===== src/rtl/serdes_8b10b_pkg.sv =====
// Shared definitions for the 8b10b transmit framer.
//   - K-character codes driven on tx_data with tx_k=1
//   - framer state encoding (ST_CRC exists only with SERDES_TX_FRAMER_CRC_EN)
//   - CRC-8 polynomial (0x07, MSB-first, no reflection) and byte update
// Optional feature macro: SERDES_TX_FRAMER_CRC_EN
package serdes_8b10b_pkg;

  localparam logic [7:0] K28_5 = 8'hBC;  // comma / idle
  localparam logic [7:0] K27_7 = 8'hFB;  // start of packet
  localparam logic [7:0] K29_7 = 8'hFD;  // end of packet
  localparam logic [7:0] K28_0 = 8'h1C;  // underrun filler
  localparam logic [7:0] K30_7 = 8'hFE;  // abort

  localparam logic [7:0] CRC8_POLY = 8'h07;

`ifdef SERDES_TX_FRAMER_CRC_EN
  typedef enum logic [2:0] {ST_TRAIN, ST_IDLE, ST_DATA, ST_CRC, ST_EOP} state_t;
`else
  typedef enum logic [2:0] {ST_TRAIN, ST_IDLE, ST_DATA, ST_EOP} state_t;
`endif

  function automatic logic [7:0] crc8_next(input logic [7:0] crc, input logic [7:0] data);
    logic [7:0] c;
    c = crc ^ data;
    for (int b = 0; b < 8; b++)
      c = c[7] ? ({c[6:0], 1'b0} ^ CRC8_POLY) : {c[6:0], 1'b0};
    return c;
  endfunction

endpackage


===== src/rtl/serdes_8b10b_crc8.sv =====
// Byte-wide CRC-8 accumulator (poly 0x07, init 0x00).
// Ports:
//   clk_byte  byte clock
//   rst_in    synchronous reset, active-high
//   clr       clear accumulator to 0x00 (start of packet)
//   en        fold data into the accumulator
//   data      payload byte
//   crc       current CRC value
// Used only when SERDES_TX_FRAMER_CRC_EN is defined.
module serdes_8b10b_crc8
  import serdes_8b10b_pkg::*;
(
  input  logic       clk_byte,
  input  logic       rst_in,
  input  logic       clr,
  input  logic       en,
  input  logic [7:0] data,
  output logic [7:0] crc
);

  always_ff @(posedge clk_byte) begin
    if (rst_in || clr) crc <= 8'h00;
    else if (en)       crc <= crc8_next(crc, data);
  end

endmodule


===== src/rtl/serdes_8b10b_tx_framer.sv =====
// Packet framer feeding the 8b10b SerDes transmit interface.
// Frames a valid/ready/last byte stream as K27.7, payload, K29.7 with K28.5
// idles between frames and during link training. Inserts K28.0 on source
// underrun, K30.7 on link loss mid-packet (then drops the rest of the packet).
// Ports:
//   clk_byte, rst_in                  byte clock, sync active-high reset
//   s_data/s_valid/s_last/s_ready     packet source
//   link_ready                        RX link up from SerDes core
//   tx_ready                          core accepts current character
//   tx_data/tx_k/tx_valid             character to core (registered)
//   pkt_count                         completed packets, wraps
//   underrun_count                    fillers inserted, saturates
//   abort_count                       aborted packets, saturates
// Optional feature macro: SERDES_TX_FRAMER_CRC_EN (CRC-8 byte before K29.7)
module serdes_8b10b_tx_framer
  import serdes_8b10b_pkg::*;
#(
  parameter int TRAIN_LEN = 64,
  parameter int MIN_IFG   = 2
) (
  input  logic        clk_byte,
  input  logic        rst_in,
  input  logic [7:0]  s_data,
  input  logic        s_valid,
  input  logic        s_last,
  output logic        s_ready,
  input  logic        link_ready,
  input  logic        tx_ready,
  output logic [7:0]  tx_data,
  output logic        tx_k,
  output logic        tx_valid,
  output logic [15:0] pkt_count,
  output logic [15:0] underrun_count,
  output logic [7:0]  abort_count
);

  localparam int TW = (TRAIN_LEN > 1) ? $clog2(TRAIN_LEN) : 1;
  localparam int IW = $clog2(MIN_IFG + 1);

  state_t          state;
  logic            drop_mode;
  logic [TW-1:0]   train_cnt;
  logic [IW-1:0]   ifg_cnt;
  logic            adv;
  logic            sop_go;
  logic            cur_comma;

  // Everything advances only when the current character is taken by the core.
  assign adv       = tx_ready && tx_valid;
  assign s_ready   = tx_ready && (state == ST_DATA || drop_mode);
  assign cur_comma = tx_k && (tx_data == K28_5);
  assign sop_go    = (state == ST_IDLE) && link_ready && s_valid && !drop_mode &&
                     (ifg_cnt == IW'(MIN_IFG));

`ifdef SERDES_TX_FRAMER_CRC_EN
  logic [7:0] crc;
  logic       crc_clr;
  logic       crc_en;

  assign crc_clr = adv && sop_go;
  assign crc_en  = adv && (state == ST_DATA) && link_ready && s_valid;

  serdes_8b10b_crc8 u_crc (
    .clk_byte (clk_byte),
    .rst_in   (rst_in),
    .clr      (crc_clr),
    .en       (crc_en),
    .data     (s_data),
    .crc      (crc)
  );
`endif

  always_ff @(posedge clk_byte) begin
    if (rst_in) begin
      state          <= ST_TRAIN;
      drop_mode      <= 1'b0;
      train_cnt      <= '0;
      ifg_cnt        <= '0;
      tx_data        <= K28_5;
      tx_k           <= 1'b1;
      tx_valid       <= 1'b0;
      pkt_count      <= '0;
      underrun_count <= '0;
      abort_count    <= '0;
    end else begin
      tx_valid <= 1'b1;
      // Discarded beats of an aborted packet; the last one ends drop mode.
      if (drop_mode && s_valid && s_ready && s_last) drop_mode <= 1'b0;
      if (adv) begin
        case (state)
          ST_TRAIN: begin
            tx_data <= K28_5;
            tx_k    <= 1'b1;
            if (!link_ready) begin
              train_cnt <= '0;
            end else if (cur_comma) begin
              // Only commas actually taken by the core count as training;
              // the K30.7 that led here does not.
              if (train_cnt == TW'(TRAIN_LEN - 1)) begin
                state     <= ST_IDLE;
                train_cnt <= '0;
                ifg_cnt   <= IW'(1);  // comma loaded now is the first IFG idle
              end else begin
                train_cnt <= train_cnt + 1'b1;
              end
            end
          end
          ST_IDLE: begin
            tx_k <= 1'b1;
            if (!link_ready) begin
              state     <= ST_TRAIN;
              train_cnt <= '0;
              tx_data   <= K28_5;
            end else if (sop_go) begin
              state   <= ST_DATA;
              tx_data <= K27_7;
            end else begin
              tx_data <= K28_5;
              if (ifg_cnt != IW'(MIN_IFG)) ifg_cnt <= ifg_cnt + 1'b1;
            end
          end
          default: begin  // ST_DATA, ST_CRC, ST_EOP
            if (!link_ready) begin
              state     <= ST_TRAIN;
              train_cnt <= '0;
              tx_data   <= K30_7;
              tx_k      <= 1'b1;
              if (abort_count != 8'hFF) abort_count <= abort_count + 8'd1;
              // A beat taken this cycle is discarded; if it was the last one
              // there is nothing left to drop.
              if (state == ST_DATA && !(s_valid && s_last)) drop_mode <= 1'b1;
            end else if (state == ST_DATA) begin
              if (s_valid) begin
                tx_data <= s_data;
                tx_k    <= 1'b0;
`ifdef SERDES_TX_FRAMER_CRC_EN
                if (s_last) state <= ST_CRC;
`else
                if (s_last) state <= ST_EOP;
`endif
              end else begin
                tx_data <= K28_0;
                tx_k    <= 1'b1;
                if (underrun_count != 16'hFFFF) underrun_count <= underrun_count + 16'd1;
              end
`ifdef SERDES_TX_FRAMER_CRC_EN
            end else if (state == ST_CRC) begin
              tx_data <= crc;
              tx_k    <= 1'b0;
              state   <= ST_EOP;
`endif
            end else begin
              tx_data   <= K29_7;
              tx_k      <= 1'b1;
              pkt_count <= pkt_count + 16'd1;
              ifg_cnt   <= '0;
              state     <= ST_IDLE;
            end
          end
        endcase
      end
    end
  end

endmodule

===== config.mk =====
export PLATFORM = sky130hd
export DESIGN_NAME = serdes_8b10b_tx_framer
export DESIGN_NICKNAME = d
export VERILOG_FILES = /design/src/rtl/serdes_8b10b_pkg.sv /design/src/rtl/serdes_8b10b_crc8.sv /design/src/rtl/serdes_8b10b_tx_framer.sv
export SDC_FILE = /design/constraint.sdc
export NUM_CORES = 1
export LEC_CHECK = 0
export ABC_AREA = 1
export BUFFER_PORTS_ARGS = -buffer_cell sky130_fd_sc_hd__buf_2
export CORE_ASPECT_RATIO = 1.25
export CORE_MARGIN = 1
export CORE_UTILIZATION = 30
export CTS_CLUSTER_SIZE = 40
export DETAILED_ROUTE_END_ITERATION = 10
export HOLD_SLACK_MARGIN = 0.02
export RECOVER_POWER = 100
export SETUP_SLACK_MARGIN = 0.2
export SLEW_MARGIN = 0
export SYNTH_ARGS = -nofsm -noshare
export SYNTH_HDL_FRONTEND = slang
export SYNTH_SLANG_ARGS = --single-unit
export TNS_END_PERCENT = 20

===== constraint.sdc =====
create_clock -name clk_byte -period 4.8 [get_ports clk_byte]
set_clock_uncertainty 0.15 [all_clocks]
set_input_delay 0.48 -clock clk_byte [delete_from_list [all_inputs] [get_ports clk_byte]]
set_output_delay 0.48 -clock clk_byte [all_outputs]
set_load 0.03 [all_outputs]

### Word-level counts from Yosys, hierarchy flattened

Index checks and enable logic that the tools add are counted.

| storage, ports and cells | value |
|---|---|
| output and inout port bits | 51 |
| word-level logic and storage cells | 101 |
| register bits after elaboration | 62 |

| operators by class | value |
|---|---|
| equality and inequality tests | 19 |
| add/subtract/negate cells | 5 |
| muxes and demuxes | 40 |
| bitwise operators | 4 |
| reductions and logical operators | 23 |

Operators by type and width:

| operator | count |
|---|---|
| $add 16x1->16 const B | 2 |
| $mux 6 | 5 |
| $mux 3 | 9 |
| $mux 8 | 3 |
| $mux 2 | 8 |
| $ne 16x16->1 const B | 1 |
| $pmux 8 s2 | 1 |
| $mux 7 | 2 |
| $reduce_and 7->1 | 2 |
| $logic_and 1x1->1 | 12 |
| $mux 1 | 10 |
| $ne 2x2->1 const B | 5 |
| $ne 5x3->1 const B | 2 |
| $add 8x1->8 const B | 1 |
| $eq 8x8->1 const B | 1 |
| $ne 8x8->1 const B | 1 |
| $reduce_and 4->1 | 2 |
| $add 6x1->6 const B | 1 |
| $eq 6x6->1 const B | 1 |
| $ne 2x1->1 const B | 3 |
| $pmux 3 s2 | 1 |
| $reduce_and 6->1 | 1 |
| $not 1->1 | 4 |
| $pmux 2 s2 | 1 |
| 11 further kinds | 12 |

### Longest topological paths before layout

Gate-level depths: netlist (run 1).

| depth | value |
|---|---|
| depth in word-level cells | 10 |
| depth in mapped cells | 10 |
| mapped depth without buffers | 10 |

### Worst setup path before layout (run 1)

Ideal clock, no wire load.

| timing path | value |
|---|---|
| path kind | register to register |
| start | register underrun_count[0] |
| end | register underrun_count[3] |
| stages on the path, launching flop included | 9 |
| clock period less this slack | 1.946 ns |
| slack | 2.854 ns |
| library setup time | 0.069 ns |
| data arrival time | 1.727 ns |
| required time | 4.581 ns |
| cell sequence | dfxtp_1 -> ha_1 -> nand3_2 -> nor3_4 -> inv_2 -> o21ai_4 -> buf_6 -> nand2_1 -> a21oi_2 |

| on the way | value |
|---|---|
| longest elaborated chain between the ends | 2 |
| elaborated cells on any way between the ends | 3 |
| those cells by class | add/sub: 1; eq/ne: 1; reduce/logical: 1 |

RTL lines:

| element | RTL line | source |
|---|---|---|
| start, declared | serdes_8b10b_tx_framer.sv:33 | `output logic [15:0] underrun_count,` |
| start signal, assigned | serdes_8b10b_tx_framer.sv:144 | `if (underrun_count != 16'hFFFF) underrun_count <= underrun_count + 16'd1;` |
| parallel branches: the longest is 2 deep, another holds $add 16x1->16 | n/a |  |

Parallel ways; which one is timed is not known.
A chain may end at the register's enable or synchronous reset.

==> metrics.cfg, run 1 <==
[clock_network]
cts_num_sinks = 61
clock_latency_ns = 0.32
numCtsBuffers = 9
root_buffer = clkbuf_16
cts_tree = built
path_clk_slew_ns = 0.05
clock_path_buffers = 2
post_cts_resized = 0
cts_setup_buffers = 0
holdBufCountCts = 0
htreeDepth = 3

[setup_path]
crit_fanout = 32
worstPathCellList = clkbuf_1 -> clkinv_1 -> o21ai_0 -> a21oi_1
cp.arrival_ns = 3.29
crit_path_end_kind = register
required_ns = 4.86
cp_slowest_cell = clkinv_1
crit_path_start_kind = input pin
startpoint = rst_in
max_stage_delay_ns = 1.22
regToRegStartpoint = tx_valid
path_class = input pin to register

[final_layout]
nets = 583
layout-drive-gt1-share_pct = 8.451
postLayoutCellArea_sq_um = 3933
antenna_cells = 0
fillCellCount = 1176
area_delta_synth_final_pct = 16.45

[yosys]
synth_compound_area_share_pct = 14.49
yosys_warnings = 0
yosysSeqAreaShare_pct = 36.16
synth.cell_area_sq_um = 3377
synth_top_family_by_area = simple AND/OR/NAND/NOR gates
syn-num-nets = 521
netlist_top_cells_area = dfxtp_1, nand2_1, nor2_1
synth_edf_count = 0
synth_fa_ha_area_share_pct = 1.853
synthMuxAreaShare_pct = 0
yosys-top-cells-count = nand2_1, nor2_1, dfxtp_1
avgSynthCellArea_sq_um = 6.727
synth_most_common_cell = nand2_1
synthCells = 502
async_flop_share_pct = 0
synth-seq-cells = 61
yosys.area_share.xor_xnor_pct = 2.853
yosysUniqueCellTypes = 39
synth_top_area_cell = dfxtp_1
synthSimpleGateAreaFrac_pct = 35.79
ys.flop_type = dfxtp_1
yosysTopAreaCellShare_pct = 36.16

[routing]
drt_iter0_markers = 146
routed_wl_um = 8557
via_count = 3323
final_antenna_net_count = 0
drc_errors = 0
vias_per_cell = 4.747
wl_per_cell_um = 12.22
dr.pass1.iters = 4

[timing]
post-route-min-period_ns = 3.236
final_max_slew_viol_count = 33
period_share_pct = 67.41
setup_viol = 0
slew_headroom_pct = -11.98
setup_tns_ns = 0
hold_violations = 0
fmax_mhz = 309.1
rsz0062_at_grt = false
tightest_slew_ns = 1.680

[pwr]
p_leak_uw = 0.001475
cellPowerDensity_nw_per_um2 = 314.4
vdd_drop_max_mv = 0.1458

[floorplan]
dieArea_sq_um = 11690
start_util_pct = 31.35
rows = 42
core_area_sq_um = 10770
die_x_um = 96.90
fp.dieH_um = 120.6
io_pins = 65

[global_routing]
gr-usage-all-layers_pct = 15.11
grt.overflow.total = 0
antenna_found_initial = 0
grt_pass1_vias = 3207
grt_max_degree = 33
grt_pass1_wl_um = 14450

[place]
dpl-instance-area_sq_um = 3785
port_buffers = 64
dp_hpwl_um = 6336
gp_congestion = 0.8397

[worst_hold_path]
hold_class = input pin to register
hold_path_startpoint = s_data[4]

[run]
max-cap-violations = 1

[outcome]
status = finished with violations
violations = capacitance limit, slew limit

==> layer usage <==
metal / GRT usage [%] / wire (um) / vias to the layer above
li1: - / - / 1731
met1: 16.74 / 3715 / 1509
met2: 26.58 / 4238 / 70
met3: 4.566 / 462 / 13
met4: 6.623 / 142 / 0
met5: 0 / 0 / -
==> cells by family after synthesis <==
logic type | after synthesis
flip-flops | 61
adder cells (fa/ha/maj) | 5
XOR/XNOR | 11
AO/OA/AOI/OAI | 83
AND/OR/NAND/NOR | 270
buffers and inverters | 72
==> report_power, final <==
| part | internal [uW] | switching, uW | total, uW | leakage [uW] |
|---|---|---|---|---|
| clock network | 441 | 227 | 668 | 0.000155 |
| logic | 13.9 | 40.0 | 53.9 | 0.000828 |
| registers | 511 | 3.13 | 514 | 0.000493 |
| total | 966 | 270 | 1240 | 0.00148 |
==> state kept, by name, summed over array words and instances (netlist names) <==
signal and cells:
tx_valid 1, abort_count 8, drop_mode 1, train_cnt 6, tx_data 8, tx_k 1
underrun_count 16, state 2, pkt_count 16, ifg_cnt 2
==> worst max-delay path: cells and delay by family <==
| kind | cells | cell delay [ns] |
|---|---|---|
| buffers and inverters | 2 | 2.41 |
| AOI/OAI and AO/OA | 2 | 0.39 |
==> final timing paths <==
check / slack [ns] / to / cells after the start
worst max-delay path: 1.56 / abort_count[0] / 4
worst min-delay path: 0.23 / tx_data[4] / 3
worst max register to register: 1.80 / underrun_count[4] / 8
worst min register to register: 0.32 / abort_count[4] / 2
==> area by class of cell <==
class	count	area, sq um	area share (%)
Clock inverter	3	43.79	1.114
Multi-Input combinational cell	369	1759	44.73
Clock buffer	12	266.5	6.777
Inverter	59	221.5	5.632
Timing Repair Buffer	64	255.2	6.491
Tap cell	132	165.2	4.200
Sequential cell	61	1221	31.05
==> layout by cell type (no fill, tap or decap), types with 2 or more instances in the layout <==
cell,netlist,routed
a21oi_1,38,44
a21oi_2,10,4
buf_2,2,12
clkbuf_1,6,52
clkbuf_16,0,9
clkbuf_8,0,3
clkinv_1,1,2
dfxtp_1,61,61
ha_1,5,5
inv_1,51,53
inv_2,7,4
nand2_1,142,144
nand2_2,5,5
nand3_1,27,28
nand4_1,8,8
nor2_1,64,68
nor2_2,3,3
nor3_1,8,8
o21ai_0,22,24
o21ai_1,4,2
o221ai_1,3,3
xnor2_1,4,4
xor2_1,7,7
==> metrics by stage <==
step           utilization [%]  instances  hold WS, ns  total power (uW)  setup WS (ns)
2_1_floorplan                -        502       0.2947             564.0          2.854
3_5_place_dp             35.13        685       0.3047             582.8          2.135
6_report                 36.50        700       0.2304              1236          1.564
3_3_place_gp             35.13        685       0.3017             581.9          2.167
5_1_grt                  36.50        700       0.2446              1278          1.179
4_1_cts                  38.01        700       0.2301              1255          2.469
(Power assumes the default switching activity.)
==> run 2: changes to the inputs <==
==> constraint.sdc (replaced) <==
create_clock -name clk_byte -period 2.65 [get_ports clk_byte]
set_clock_uncertainty 0.15 [all_clocks]
set_input_delay 0.265 -clock clk_byte [delete_from_list [all_inputs] [get_ports clk_byte]]
set_output_delay 0.265 -clock clk_byte [all_outputs]
set_load 0.03 [all_outputs]
==> run 2 against run 1 <==
  * The flow now finishes without violations
  * Non-clock buffer count up 2
  * Cell count up 0.43%
  * Sequential power up 81%
  * First-iteration DRC count down 0.68%
  * Global-route usage up 0.80 points
  * Die area unchanged
  * Routed wire length up 2.5%
  * Total power up 79%
  * Highest routed layer unchanged
==> metrics.cfg, run 2 (synthesis results as in run 1) <==
[outcome]
status = finished, final reports clean

[routing]
dr.pass1.iters = 6  ; +2
drt_iter0_markers = 145  ; -0.68%
via_count = 3387  ; +1.9%
final_antenna_net_count = 0  ; unchanged
vias_per_cell = 4.818  ; +1.5%
routed_wl_um = 8774  ; +2.5%
wl_per_cell_um = 12.48  ; +2.1%
drc_errors = 0  ; unchanged

[setup_path]
cp.arrival_ns = 2.30  ; -0.99 ns
worstPathCellList = nand2_1 -> nor2_1 -> nand2_1 -> nor2_8 -> inv_1 -> nor2_4 -> nand2_1 -> a21oi_1
cp_slowest_cell = dfxtp_1
max_stage_delay_ns = 0.49  ; -0.73 ns
required_ns = 2.76  ; -2.10 ns
crit_path_end_kind = register
path_class = register to register
path_common_cell = nand2_1
crit_path_start_kind = register
crit_fanout = 14  ; -56%

[final_layout]
multi_input_area_sq_um = 1790  ; +1.8%
largest_registers = pkt_count: 16 flops, underrun_count: 16 flops
nets = 585  ; +0.34%
layout-drive-gt1-share_pct = 8.757  ; +0.31 points
postLayoutCellArea_sq_um = 3973  ; +1.0%
mostFrequentLayoutCell = nand2_1
fillCellCount = 1188  ; +1.0%
regArea_sq_um = 1221  ; unchanged
antenna_cells = 0  ; unchanged
layout_common_cells = nand2_1, nor2_1, dfxtp_1, inv_1, clkbuf_1
area_delta_synth_final_pct = 17.64

[pwr]
combPwrFrac_pct = 4.6  ; +0.2 points
seq_power_share_pct = 42.2  ; +0.6 points
switching_share_pct = 22.98  ; +1.1 points
pwr-share-clk_pct = 53.2  ; -0.8 points
cellPowerDensity_nw_per_um2 = 556.0  ; +77%
vdd_drop_max_mv = 0.2860  ; +96%
switching_power_uw = 507.7  ; +88%
p_leak_uw = 0.001483  ; +0.55%
internal_power_uw = 1701  ; +76%

[timing]
final_max_slew_viol_count = 0  ; -100%
post-route-min-period_ns = 2.184
period_share_pct = 82.41
tightest_slew_ns = 0.8152  ; -0.8645 ns
setup_tns_ns = 0  ; unchanged
fmax_mhz = 457.9
rsz0062_at_grt = false
setup_viol = 0  ; unchanged
slew_headroom_pct = 45.32  ; +57 points
hold_violations = 0  ; unchanged
hold_ws_ns = 0.03017  ; -0.2002 ns

[clock_network]
post_cts_resized = 0  ; unchanged
path_clk_slew_ns = 0.05  ; about the same
clock_path_buffers = 2  ; unchanged
cts_num_sinks = 61  ; unchanged
root_buffer = clkbuf_16
numCtsBuffers = 9  ; unchanged
htreeDepth = 3  ; unchanged
clock_latency_ns = 0.33  ; about the same
cts_tree = built

[floorplan]
rows = 42  ; unchanged
fp.dieH_um = 120.6  ; unchanged
dieArea_sq_um = 11690  ; unchanged
start_util_pct = 31.35  ; unchanged
die_x_um = 96.90  ; unchanged
io_pins = 65  ; unchanged
core_area_sq_um = 10770  ; unchanged

[global_routing]
grt_pass1_wl_um = 14790  ; +2.4%
grt_max_degree = 32  ; -3.0%
grt_pass1_vias = 3170  ; -1.2%
gr-usage-all-layers_pct = 15.90  ; +0.80 points
antenna_found_initial = 0  ; unchanged
grt.overflow.total = 0  ; unchanged

[place]
gp_congestion = 0.8045  ; -4.2%
dp_hpwl_um = 6483  ; +2.3%
dpl-instance-area_sq_um = 3792  ; +0.20%
port_buffers = 64  ; unchanged

[worst_hold_path]
hold_class = input pin to register

[run]
max-cap-violations = 0  ; -1

run 2: layout make-up:
| class | count | area share, % |
|---|---|---|
| Tap cell | 132 | 4.157 |
| Timing Repair Buffer | 66 | 6.866 |
| Sequential cell | 61 | 30.74 |
| Clock inverter | 6 | 1.575 |
| Clock buffer | 10 | 6.016 |
| Multi-Input combinational cell | 369 | 45.07 |
| Inverter | 59 | 5.575 |
run 2: power by group through the flow:
stage / logic (uW) / registers (uW) / clock network, uW
final: 101 / 932 / 1180
after global routing: 113 / 932 / 1250
after CTS: 107 / 932 / 1210
after detailed placement: 105 / 951 / 0
after global placement: 105 / 951 / 0
after floorplan: 58.5 / 963 / 0
run 2: what timing repair did:
item	in CTS	in global routing
hold buffers	1	0
endpoints found under the setup margin	0	0
setup buffers	0	0
endpoints found under the hold margin	1	0
run 2: per-stage QoR:
step                      util, %  std cells  worst slack, ns  total power [uW]
final                       36.88        703           0.4661              2209
after global routing        36.88        703           0.2578              2293
after CTS                   38.10        703           0.6547              2245
after detailed placement    35.20        686           0.6289              1056
after global placement      35.20        686           0.6665              1056
after floorplan                 -        502           0.7044              1022
run 2: critical path: cells and delay by family (launching register included):
family	cells	cell delay [ns]
DFF	1	0.49
buffers and inverters	1	0.09
and+or+nand+nor	6	1.24
AOI/OAI and AO/OA	1	0.13
run 2: path summary, 6_finish.rpt:
check	start	to	slack [ns]	depth (start not counted)
worst min register to register	ifg_cnt[1]	ifg_cnt[1]	0.32	2
worst min-delay path	s_data[3]	tx_data[3]	0.03	3
worst max-delay path	state[1]	underrun_count[13]	0.47	8
worst max register to register	state[1]	underrun_count[13]	0.47	8
run 2: metal layers:
layer | track usage [%] | share of wire (%) | up-vias
met5 | 0 | 0 | -
met4 | 8.862 | 2.6 | 0
met3 | 4.798 | 5.4 | 13
met2 | 26.85 | 48 | 79
met1 | 17.83 | 44 | 1560
li1 | - | - | 1735
==> run 3: changes to the inputs <==
--- a/config.mk
+++ b/config.mk
@@ -5,7 +5,7 @@
 export SDC_FILE = /design/constraint.sdc
 export NUM_CORES = 1
 export LEC_CHECK = 0
-export ABC_AREA = 1
+export ABC_AREA = 0
 export BUFFER_PORTS_ARGS = -buffer_cell sky130_fd_sc_hd__buf_2
 export CORE_ASPECT_RATIO = 1.25
 export CORE_MARGIN = 1
==> constraint.sdc (replaced) <==
create_clock -name clk_byte -period 2.13 [get_ports clk_byte]
set_clock_uncertainty 0.15 [all_clocks]
set_input_delay 0.213 -clock clk_byte [delete_from_list [all_inputs] [get_ports clk_byte]]
set_output_delay 0.213 -clock clk_byte [all_outputs]
set_load 0.03 [all_outputs]
==> run 3 against run 2 <==
  * Worst setup slack got worse by 0.37 ns
  * Count of clock-buffer cells in the layout shrank 1
  * Hold slack improved by 0.0040 ns
  * Non-clock buffer count is 25 higher
  * Global-route usage shrank 0.41 points
  * Sequential share of layout area up 0.21 points
  * Highest routed layer unchanged
  * First-iteration DRC count rose by 2.8%
  * Combinational power is 48% higher
  * Cell count shrank 17%
  * Total power increased by 30%
  * Largest cell class unchanged
==> metrics.cfg, run 3 <==
[pwr]
cellPowerDensity_nw_per_um2 = 723.3  ; +30%
p_leak_uw = 0.001415  ; -4.6%
vdd_drop_max_mv = 0.2717  ; -5.0%
total_power_uw = 2865  ; +30%

[final_layout]
largest_registers = pkt_count: 16 flops, underrun_count: 16 flops
layout_common_cells = clkbuf_1, dfxtp_1, a21oi_1, nand2_1, nor2_1
mostFrequentLayoutCell = clkbuf_1
area_delta_synth_final_pct = 28.59
antenna_cells = 0  ; unchanged
nets = 472  ; -19%
layout-drive-gt1-share_pct = 14.85  ; +6.1 points

[clock_network]
root_buffer = clkbuf_16
cts_num_sinks = 61  ; unchanged
cts_tree = built
htreeDepth = 3  ; unchanged
path_clk_slew_ns = 0.05  ; about the same
clock_latency_ns = 0.34  ; about the same
clock_path_buffers = 2  ; unchanged
numCtsBuffers = 9  ; unchanged

[floorplan]
io_pins = 65  ; unchanged
start_util_pct = 30.64  ; -0.71 points
core_area_sq_um = 10050  ; -6.7%
rows = 41  ; -2.4%
dieArea_sq_um = 10680  ; -8.6%
fp.dieH_um = 115.3  ; -4.4%
die_x_um = 92.64  ; -4.4%

[setup_path]
required_ns = 2.24  ; -0.52 ns
reg2reg_to = ifg_cnt[1]
crit_path_start_kind = register
reg2reg_depth = 4  ; -4
crit_path_end_kind = register
regToRegStartpoint = state[0]
cp.arrival_ns = 2.14  ; -0.16 ns
crit_fanout = 6  ; -8
path_class = register to register
rrSetupSlack_ns = 0.1  ; -0.37 ns

[global_routing]
grt.overflow.total = 0  ; unchanged
grt_pass1_vias = 2729  ; -14%
grt_pass1_wl_um = 12820  ; -13%
antenna_found_initial = 0  ; unchanged
grt_max_degree = 21  ; -34%
gr-usage-all-layers_pct = 15.49  ; -0.41 points

[place]
dp_hpwl_um = 5893  ; -9.1%
gp_congestion = 0.8230  ; +2.3%
port_buffers = 64  ; unchanged

[timing]
fmax_mhz = 492.3  ; +7.5%
final_max_slew_viol_count = 0  ; unchanged
post-route-min-period_ns = 2.031  ; -0.1526 ns
hold_violations = 0  ; unchanged
period_share_pct = 95.37  ; +13 points
slew_headroom_pct = 45.84  ; +0.53 points
setup_tns_ns = 0  ; unchanged
tightest_slew_ns = 0.8123  ; -0.002875 ns
setup_viol = 0  ; unchanged
hold_ws_ns = 0.03422  ; +0.004045 ns
rsz0062_at_grt = true

[routing]
via_count = 3122  ; -7.8%
routed_wl_um = 8240  ; -6.1%
vias_per_cell = 5.319  ; +10%
wl_per_cell_um = 14.04  ; +12%
final_antenna_net_count = 0  ; unchanged
drc_errors = 0  ; unchanged
drt_iter0_markers = 149  ; +2.8%
dr.pass1.iters = 4  ; -2

[yosys]
yosysTopAreaCellShare_pct = 39.64  ; +3.5 points
synthCells = 370  ; -26%
netlist_top_cells_area = dfxtp_1, a21oi_1, nand2_1
avgSynthCellArea_sq_um = 8.326  ; +24%
yosys_warnings = 0  ; unchanged
synth_top_area_cell = dfxtp_1
synth_edf_count = 0  ; unchanged
yosys-top-cells-count = dfxtp_1, a21oi_1, nand2_1
yosysSeqAreaShare_pct = 39.64  ; +3.5 points
yosysUniqueCellTypes = 55  ; +41%
ys.flop_type = dfxtp_1
synth.cell_area_sq_um = 3080  ; -8.8%
async_flop_share_pct = 0  ; unchanged
syn-num-nets = 389  ; -25%
synth_most_common_cell = dfxtp_1
synth-seq-cells = 61  ; unchanged

[outcome]
status = finished, final reports clean

[worst_hold_path]
hold_depth = 3  ; unchanged
hold_class = input pin to register
whs_endpoint = tx_data[3]
hold_path_startpoint = s_data[3]

[run]
max-cap-violations = 0  ; unchanged

[run 3: cell count changes after synthesis, sizes merged, moves of 8 or more]
cell    before  now
nand2      149   34
inv         58    6
nor2        71   29
or4          0   15
nand3       29   15
o31ai        0   14
a21oi       48   36
clkbuf       6   15
and3         0    8
nand4        8   16
[run 3: worst max path at each step]
stage                 startpoint                 to  slack, ns  cells past startpoint
2_1_floorplan         ifg_cnt[0]         ifg_cnt[1]       0.14                      6
3_3_place_gp          ifg_cnt[0]         ifg_cnt[1]       0.10                      6
3_5_place_dp          ifg_cnt[0]         ifg_cnt[1]       0.02                      6
4_1_cts               ifg_cnt[0]         ifg_cnt[1]       0.07                      6
5_1_grt        underrun_count[0]  underrun_count[4]       0.05                      5
6_report                state[0]         ifg_cnt[1]        0.1                      4
[run 3: worst max-delay path, cell delays in order (launching register included)]
cell,delay [ns]
dfxtp_1,0.43
and2b_1,0.22
or4_4,0.51
or4b_1,0.49
a31oi_1,0.16
[run 3: stage by stage]
step	setup WS [ns]	util [%]	cell area, sq um	instances
CTS	0.07431	39.87	4009	585
finish	0.09872	39.40	3961	587
global route	0.05202	39.40	3961	587
floorplan	0.1384	-	3092	370
detailed placement	0.02379	36.44	3664	566
global placement	0.1002	36.44	3664	566
[run 3: report_power, final]
part           internal, uW  total, uW  switching [uW]
logic                  50.5        149            98.9
registers              1150       1160            9.79
clock network          1020       1550             538
[run 3: cell type report]
type	count	area (sq um)
well taps	129	161.4
repair buffers	91	434.2
clock inverters	7	90.09
flip-flops and latches	61	1226
fillers	1088	6093
clock buffers	9	225.2
multi-input cells	284	1802
inverters	6	22.52
[run 3: metal layers]
layer | wire [um] | GRT usage (%) | vias up
met3 | 317 | 3.241 | 16
met5 | 0 | 0 | -
met1 | 3664 | 18.06 | 1478
met2 | 4057 | 26.12 | 62
li1 | - | - | 1566
met4 | 201 | 9.333 | 0
[run 3: timing repair]
item,CTS,global route
setup buffers,1,2
endpoints found under the hold margin,2,0
hold buffers,2,0
cloned,0,0
resized for setup,2,13
pin swaps,2,3
setup endpoints to repair,6,30
[run 3: cell families (layout without fill, tap and decap cells)]
group / after synthesis / in the layout / synth area share (%)
compound gates: 95 / 95 / 19.17
xor+xnor: 9 / 9 / 2.559
fa+ha+maj: 5 / 5 / 2.031
buf+inv: 25 / 113 / 3.168
flops: 61 / 61 / 39.64
mux: 10 / 10 / 3.534
simple gates: 165 / 165 / 29.89
